**config.mk**
```make
export PLATFORM = sky130hd
export DESIGN_NAME = if_fetch_unit
export DESIGN_NICKNAME = d
export VERILOG_FILES = /design/src/rtl/if_fetch_unit.sv
export SDC_FILE = /design/constraint.sdc
export NUM_CORES = 1
export LEC_CHECK = 0
export CORE_MARGIN = 5
export CORE_UTILIZATION = 53
export CTS_CLUSTER_DIAMETER = 120
export DETAILED_ROUTE_END_ITERATION = 6
export GPL_ROUTABILITY_DRIVEN = 0
export HOLD_SLACK_MARGIN = 0.15
export PLACE_DENSITY = 0.86
export REMOVE_ABC_BUFFERS = 1
export SYNTH_ARGS = -nofsm -noshare
export SYNTH_HDL_FRONTEND = slang
export SYNTH_SLANG_ARGS = --single-unit
```
**constraint.sdc**
```tcl
create_clock -name clk -period 3.14 [get_ports clk]
set_input_delay 0.628 -clock clk [delete_from_list [all_inputs] [get_ports clk]]
set_output_delay 0.628 -clock clk [all_outputs]
set_load 0.05 [all_outputs]
```
**src/rtl/if_fetch_unit.sv**
```systemverilog
// Instruction-fetch stage with IF/ID pipeline register.
// Keeps one request outstanding to a variable-latency memory, drops wrong-path responses and holds a skid word while ID stalls.
module if_fetch_unit #(
  parameter logic [31:0] RESET_PC = 32'h0000_0000
) (
  input  logic        clk,
  input  logic        reset,
  input  logic        stall,
  input  logic [1:0]  jb_flag,
  input  logic [31:0] branch_target,
  input  logic [31:0] jump_addr,
  output logic        imem_req,
  output logic [31:0] imem_addr,
  input  logic        imem_rvalid,
  input  logic [31:0] imem_rdata,
  output logic [31:0] if_id_instr,
  output logic [31:0] if_id_pc_plus4,
  output logic        if_id_valid
);

  typedef enum logic [1:0] {
    FETCH = 2'd0,
    WAIT  = 2'd1,
    HOLD  = 2'd2,
    DROP  = 2'd3
  } state_t;

  state_t      state_q, state_d;
  logic [31:0] pc_q, pc_d;
  logic [31:0] addr_q, addr_d;
  logic [31:0] skid_q, skid_d;
  logic [31:0] instr_q, instr_d;
  logic [31:0] pc4_q, pc4_d;
  logic        valid_q, valid_d;

  logic        redirect;
  logic [31:0] target_raw;
  logic [31:0] target;
  logic [31:0] pc_plus4;

  // jb_flag=11 shares the jump path; targets are always word aligned
  assign redirect   = (jb_flag != 2'b00);
  assign target_raw = (jb_flag == 2'b01) ? branch_target : jump_addr;
  assign target     = target_raw & 32'hFFFF_FFFC;
  assign pc_plus4   = pc_q + 32'd4;

  always_comb begin
    state_d = state_q;
    pc_d    = pc_q;
    addr_d  = addr_q;
    skid_d  = skid_q;
    instr_d = instr_q;
    pc4_d   = pc4_q;
    valid_d = valid_q;

    // Redirect flushes, otherwise a non-stalled cycle bubbles unless a word loads below
    if (redirect || !stall) begin
      instr_d = '0;
      valid_d = 1'b0;
    end

    unique case (state_q)
      FETCH: begin
        addr_d = pc_q;
        if (redirect) begin
          pc_d    = target;
          state_d = DROP;
        end else begin
          state_d = WAIT;
        end
      end

      WAIT: begin
        if (redirect) begin
          pc_d    = target;
          state_d = imem_rvalid ? FETCH : DROP;
        end else if (imem_rvalid && !stall) begin
          instr_d = imem_rdata;
          pc4_d   = pc_plus4;
          valid_d = 1'b1;
          pc_d    = pc_plus4;
          state_d = FETCH;
        end else if (imem_rvalid) begin
          skid_d  = imem_rdata;
          state_d = HOLD;
        end
      end

      HOLD: begin
        if (redirect) begin
          skid_d  = '0;
          pc_d    = target;
          state_d = FETCH;
        end else if (!stall) begin
          instr_d = skid_q;
          pc4_d   = pc_plus4;
          valid_d = 1'b1;
          pc_d    = pc_plus4;
          state_d = FETCH;
        end
      end

      DROP: begin
        // Latest redirect wins; leave only once the stale response has been absorbed
        if (redirect) begin
          pc_d = target;
        end
        if (imem_rvalid) begin
          state_d = FETCH;
        end
      end

      default: state_d = FETCH;
    endcase
  end

  always_ff @(posedge clk) begin
    if (reset) begin
      state_q <= FETCH;
      pc_q    <= RESET_PC & 32'hFFFF_FFFC;
      addr_q  <= RESET_PC & 32'hFFFF_FFFC;
      skid_q  <= '0;
      instr_q <= '0;
      pc4_q   <= '0;
      valid_q <= 1'b0;
    end else begin
      state_q <= state_d;
      pc_q    <= pc_d;
      addr_q  <= addr_d;
      skid_q  <= skid_d;
      instr_q <= instr_d;
      pc4_q   <= pc4_d;
      valid_q <= valid_d;
    end
  end

  // Gated by reset so no request escapes while reset is held in FETCH
  assign imem_req       = (state_q == FETCH) && !reset;
  assign imem_addr      = (state_q == FETCH) ? pc_q : addr_q;
  assign if_id_instr    = instr_q;
  assign if_id_pc_plus4 = pc4_q;
  assign if_id_valid    = valid_q;

endmodule

```
; ---- Word-level counts from Yosys, hierarchy flattened
; Cells that the tools add are included.
[classes]
addsub = 1
n_eq_ne = 16
mux = 37
n_reduce_logical = 13
[op_table]
columns = operator, n
row1 = $mux W32, 18
row2 = $pmux W32 S2, 3
row3 = $pmux W32 S3, 1
row4 = $add A32 B3 Y32 const B, 1
row5 = $mux W2, 8
row6 = $ne A2 B2 Y1 const B, 8
row7 = $reduce_and A5 Y1, 2
row8 = $pmux W2 S4, 1
row9 = $ne A3 B3 Y1 const B, 2
row10 = $reduce_and A3 Y1, 2
row11 = $mux W1, 5
row12 = $eq A2 B1 Y1 const B, 2
row13 = $eq A2 B2 Y1 const B, 2
row14 = $ne A4 B4 Y1 const B, 1
row15 = $reduce_bool A2 Y1, 2
row16 = $logic_and A1 B1 Y1, 2
row17 = $logic_not A1 Y1, 2
row18 = $logic_not A2 Y1, 1
row19 = $ne A2 B1 Y1 const B, 1
row20 = $pmux W1 S2, 1
row21 = $reduce_or A2 Y1, 1
row22 = $logic_or A1 B1 Y1, 1
[word_totals]
reg_bits = 163
input_bits = 102
output_inout_bits = 98
wordCells = 74

; ---- Longest topological paths before layout
[logic_depth]
word_depth = 6
ltp_mapped = 9
mapped_depth_nobuf = 7

; ---- Worst setup path before layout
; No wires, ideal clock.
[synth_timing]
kind = register to output
start = reg state_q[0]
end = out imem_req
arrival_time_ns = 1.853
required_time_ns = 2.512
setup_slack_ns = 0.659
path_stages_with_launch = 6
path_buffers = 2
path_cell_list = dfxtp_1 > inv_1 > ha_1 > clkbuf_1 > clkbuf_1 > nor2b_1
[synth_via]
elab_chain_cells = 2
[synth_rtl]
columns = item, line_no
row1 = from (decl), 28  ; state_t state_q, state_d;
row2 = from (signal assigned), 127  ; state_q <= state_d;
row3 = $logic_not A2 Y1, 138  ; assign imem_req = (state_q == FETCH) && !reset;
row4 = $logic_and A1 B1 Y1, 138
row5 = to (decl), 12  ; output logic imem_req,
; Every way passes these cells.

; ---- Final worst setup path
[layout_timing]
start = reg state_q[0]
end = out imem_addr[10]
[layout_via]
elab_chain_cells = 2
[layout_rtl]
columns = item, line_no
row1 = $logic_not A2 Y1, 139  ; assign imem_addr = (state_q == FETCH) ? pc_q : addr_q;
row2 = $mux W32, n/a
row3 = to (decl), 13  ; output logic [31:0] imem_addr,
; Every way passes these cells.

==> flow_summary.json <==
{
  "multi_input_area_sq_um": 4350,
  "final_cells": 1264,
  "syn_inst": 912,
  "synth-seq-cells": 159,
  "grt_first_pass_wirelength_mm": 37.0,
  "yosys_warnings": 0,
  "hpwl_mm": 15.2,
  "die_x_um": 132,
  "syn2layout_area_growth_pct": 37.5,
  "grt_pass1_vias": 7237,
  "tritoncts": "built",
  "wl_met1_mm": 9.48,
  "min_period_over_period_pct": 82.0,
  "drc": 0,
  "synth_top_area_cell": "dfxtp_1",
  "via_per_inst": 5.84,
  "regArea_sq_um": 3180,
  "tns_ns": 0,
  "io_buffers": 193,
  "cp_data_arrival_time_ns": 1.95,
  "drv_slew": 0,
  "ctsHtreeMaxLevel": 4,
  "rsz0062_at_grt": "no",
  "maxSlewHeadroom_pct": 45.3,
  "status": "finished clean",
  "coreArea_sq_um": 14500,
  "sw_frac_of_total_pct": 31.5,
  "synth_cell_type_count": 62,
  "cts_sinks": 159,
  "fill_cells": 1060,
  "hold_depth": 2,
  "globalRouteOverflowTotal": 0,
  "power.net_switching_w": 0.00202,
  "fmax_mhz": 388,
  "dp.cells": 1232,
  "seq_power_share_pct": 36.1,
  "crit_fanout": 24,
  "worst_ep_required_time_ns": 2.51,
  "yosysSeqAreaShare_pct": 40.5,
  "netlist_area_sq_um": 7870,
  "clk_path_buf_depth": 2,
  "hold_buffers": 0,
  "clk_latency_ns": 0.42,
  "ant_nets": 0,
  "globalRouteTotalUtil_pct": 25.7,
  "regToRegSetupSlack_ns": 0.66,
  "min_from": "if_id_pc_plus4[3]$_SDFFE_PP0P_",
  "via_count": 7380,
  "cp-end-kind": "output pin",
  "post_cts_buffers": 0,
  "powerDensity_nw_per_um2": 592,
  "fin_skew_ns": 0.00784,
  "wl_mm": 22.7,
  "wl_per_cell_um": 18.0,
  "p_int_w": 0.00438,
  "antenna_found_initial": 0,
  "grt_max_degree": 67,
  "rows": 44,
  "dr.max_layer_used": "met4",
  "synth_common_cells": "dfxtp_1 (159), nor2_1 (120), nand2_1 (77), nor2b_1 (71), clkbuf_1 (53)",
  "route.met2.wl_mm": 10.8,
  "rr_worst_depth": 6,
  "diodes": 0,
  "finalHoldViolations": 0,
  "firstDrtPassIters": 5,
  "worst_pin_slew_ns": 0.813,
  "synth_top_area_share_pct": 40.5,
  "postCtsResizedCells": 0,
  "routed-wl-met3_mm": 1.67,
  "drv_cap": 0,
  "rr_startpoint": "pc_q[2]$_SDFFE_PP0P_",
  "min_to": "if_id_pc_plus4[3]$_SDFFE_PP0P_",
  "clk_pin_slew_ns": 0.06,
  "clockPowerShare_pct": 34.2,
  "power_frac_comb_pct": 29.7,
  "critPathLaunchType": "register",
  "synth_edf_count": 0,
  "synth.area.top_cells": "dfxtp_1 (40%), nor2_1 (5.7%), nor2b_1 (5.6%), mux2i_1 (4.5%), mux2_2 (4.3%)",
  "die_area_sq_um": 17400,
  "worstSetupPathType": "register to output pin",
  "synth_ff_type": "dfxtp_1",
  "min_period_ns": 2.58,
  "ios": 200,
  "drive_gt1_share_pct": 12.6,
  "leakage_nw": 3.95,
  "irDropWorstVdd_v": 0.000448,
  "drtIter0Drc": 502,
  "hold_path_class": "register to register",
  "cts-buffers-inserted": 17,
  "syn_avg_cell_area_sq_um": 8.63,
  "synth.most_common_cell": "dfxtp_1",
  "die_h_um": 132,
  "r2r_end": "if_id_pc_plus4[30]$_SDFFE_PP0P_",
  "finalSetupViolCount": 0,
  "synthArstFlopShare_pct": 0,
  "start_util_pct": 54.1,
  "root_buffer": "clkbuf_16",
  "nNetsFinal": 1174
}
kinds of logic (layout without fill, tap and decap cells):
| logic type | count (synthesis) | in the layout | share of synthesized area (%) |
|---|---|---|---|
| flip-flops | 159 | 159 | 40.5 |
| AND/OR/NAND/NOR | 367 | 367 | 23.8 |
| AO/OA/AOI/OAI | 202 | 202 | 18.2 |
| buffers and inverters | 83 | 250 | 4.58 |
| multiplexers | 65 | 65 | 8.75 |
| adder cells (fa/ha/maj) | 5 | 5 | 0.795 |
| other | 1 | 2 | 0.0477 |
| XOR/XNOR | 30 | 30 | 3.34 |
worst max-delay path: stages (launching register included):
cell and delay, ns:
dfxtp_1 0.34, inv_1 0.09, ha_1 0.18, buf_4 0.33, mux2_2 0.42, buf_12 0.16
layer usage:
metal / vias to the layer above / GRT usage [%]
li1: 3529 / -
met1: 3494 / 32.5
met2: 306 / 41.3
met3: 51 / 7.63
met4: 0 / 10.5
met5: - / 0
flip-flops by register name, indices dropped and copies added, names as in the netlist:
| signal | count |
|---|---|
| state_q | 2 |
| if_id_valid | 1 |
| addr_q | 32 |
| skid_q | 32 |
| pc_q | 30 |
| if_id_instr | 32 |
| if_id_pc_plus4 | 30 |
power groups by stage:
stage               clock, W  combinational (W)  sequential (W)
floorplan                  0            0.00105         0.00238
global placement           0            0.00186         0.00233
detailed placement         0            0.00189         0.00234
CTS                  0.00221            0.00190         0.00230
global route         0.00231            0.00203         0.00233
finish               0.00219            0.00190         0.00231
worst max path at each step:
stage                            startpoint                     end  cells past startpoint
floorplan           state_q[0]$_SDFFE_PP0P_  skid_q[0]$_SDFFE_PP0P_                      6
global placement                 jb_flag[1]   pc_q[27]$_SDFFE_PP0P_                      7
detailed placement               jb_flag[1]   pc_q[13]$_SDFFE_PP0P_                      7
CTS                 state_q[0]$_SDFFE_PP0P_           imem_addr[10]                      5
global route        state_q[0]$_SDFFE_PP0P_           imem_addr[14]                      5
finish              state_q[0]$_SDFFE_PP0P_           imem_addr[10]                      5
final cells by class:
| type | count | share of cell area (%) |
|---|---|---|
| clock buffer | 21 | 4.26 |
| clock inverter | 11 | 1.50 |
| multi-input combinational | 671 | 40.2 |
| tap | 184 | 2.13 |
| inverter | 5 | 0.174 |
| timing repair buffer | 213 | 22.3 |
| sequential | 159 | 29.4 |
per-stage QoR:
step	hold WS, ns	area [sq um]	power (W)	util, %	setup WS, ns
finish	0.464	10800	0.00640	74.4	0.565
global route	0.513	10800	0.00667	74.4	0.469
CTS	0.469	10800	0.00642	74.4	0.547
detailed placement	0.461	10200	0.00423	70.1	0.420
global placement	0.445	10200	0.00420	70.1	0.486
floorplan	0.461	7530	0.00343	-	-0.824
placed cells by master, fill, tap and decap left out, types with 9 or more instances in the layout:
cell             instances
xor2_1                  10
nor3_1                  21
a22o_1                  32
nor4_1                   9
clkdlybuf4s50_1        159
o21ai_0                 28
buf_12                  33
nand3_1                 10
mux2i_1                 35
nand4_1                 12
nor2b_1                 71
buf_4                   21
xnor2_1                 20
dfxtp_1                159
nor2_1                 119
clkbuf_16               17
a22oi_1                 34
a21oi_1                 41
nand2_1                 77
mux2_2                  30
a211oi_1                26
Power figures use the tool's default switching activity.
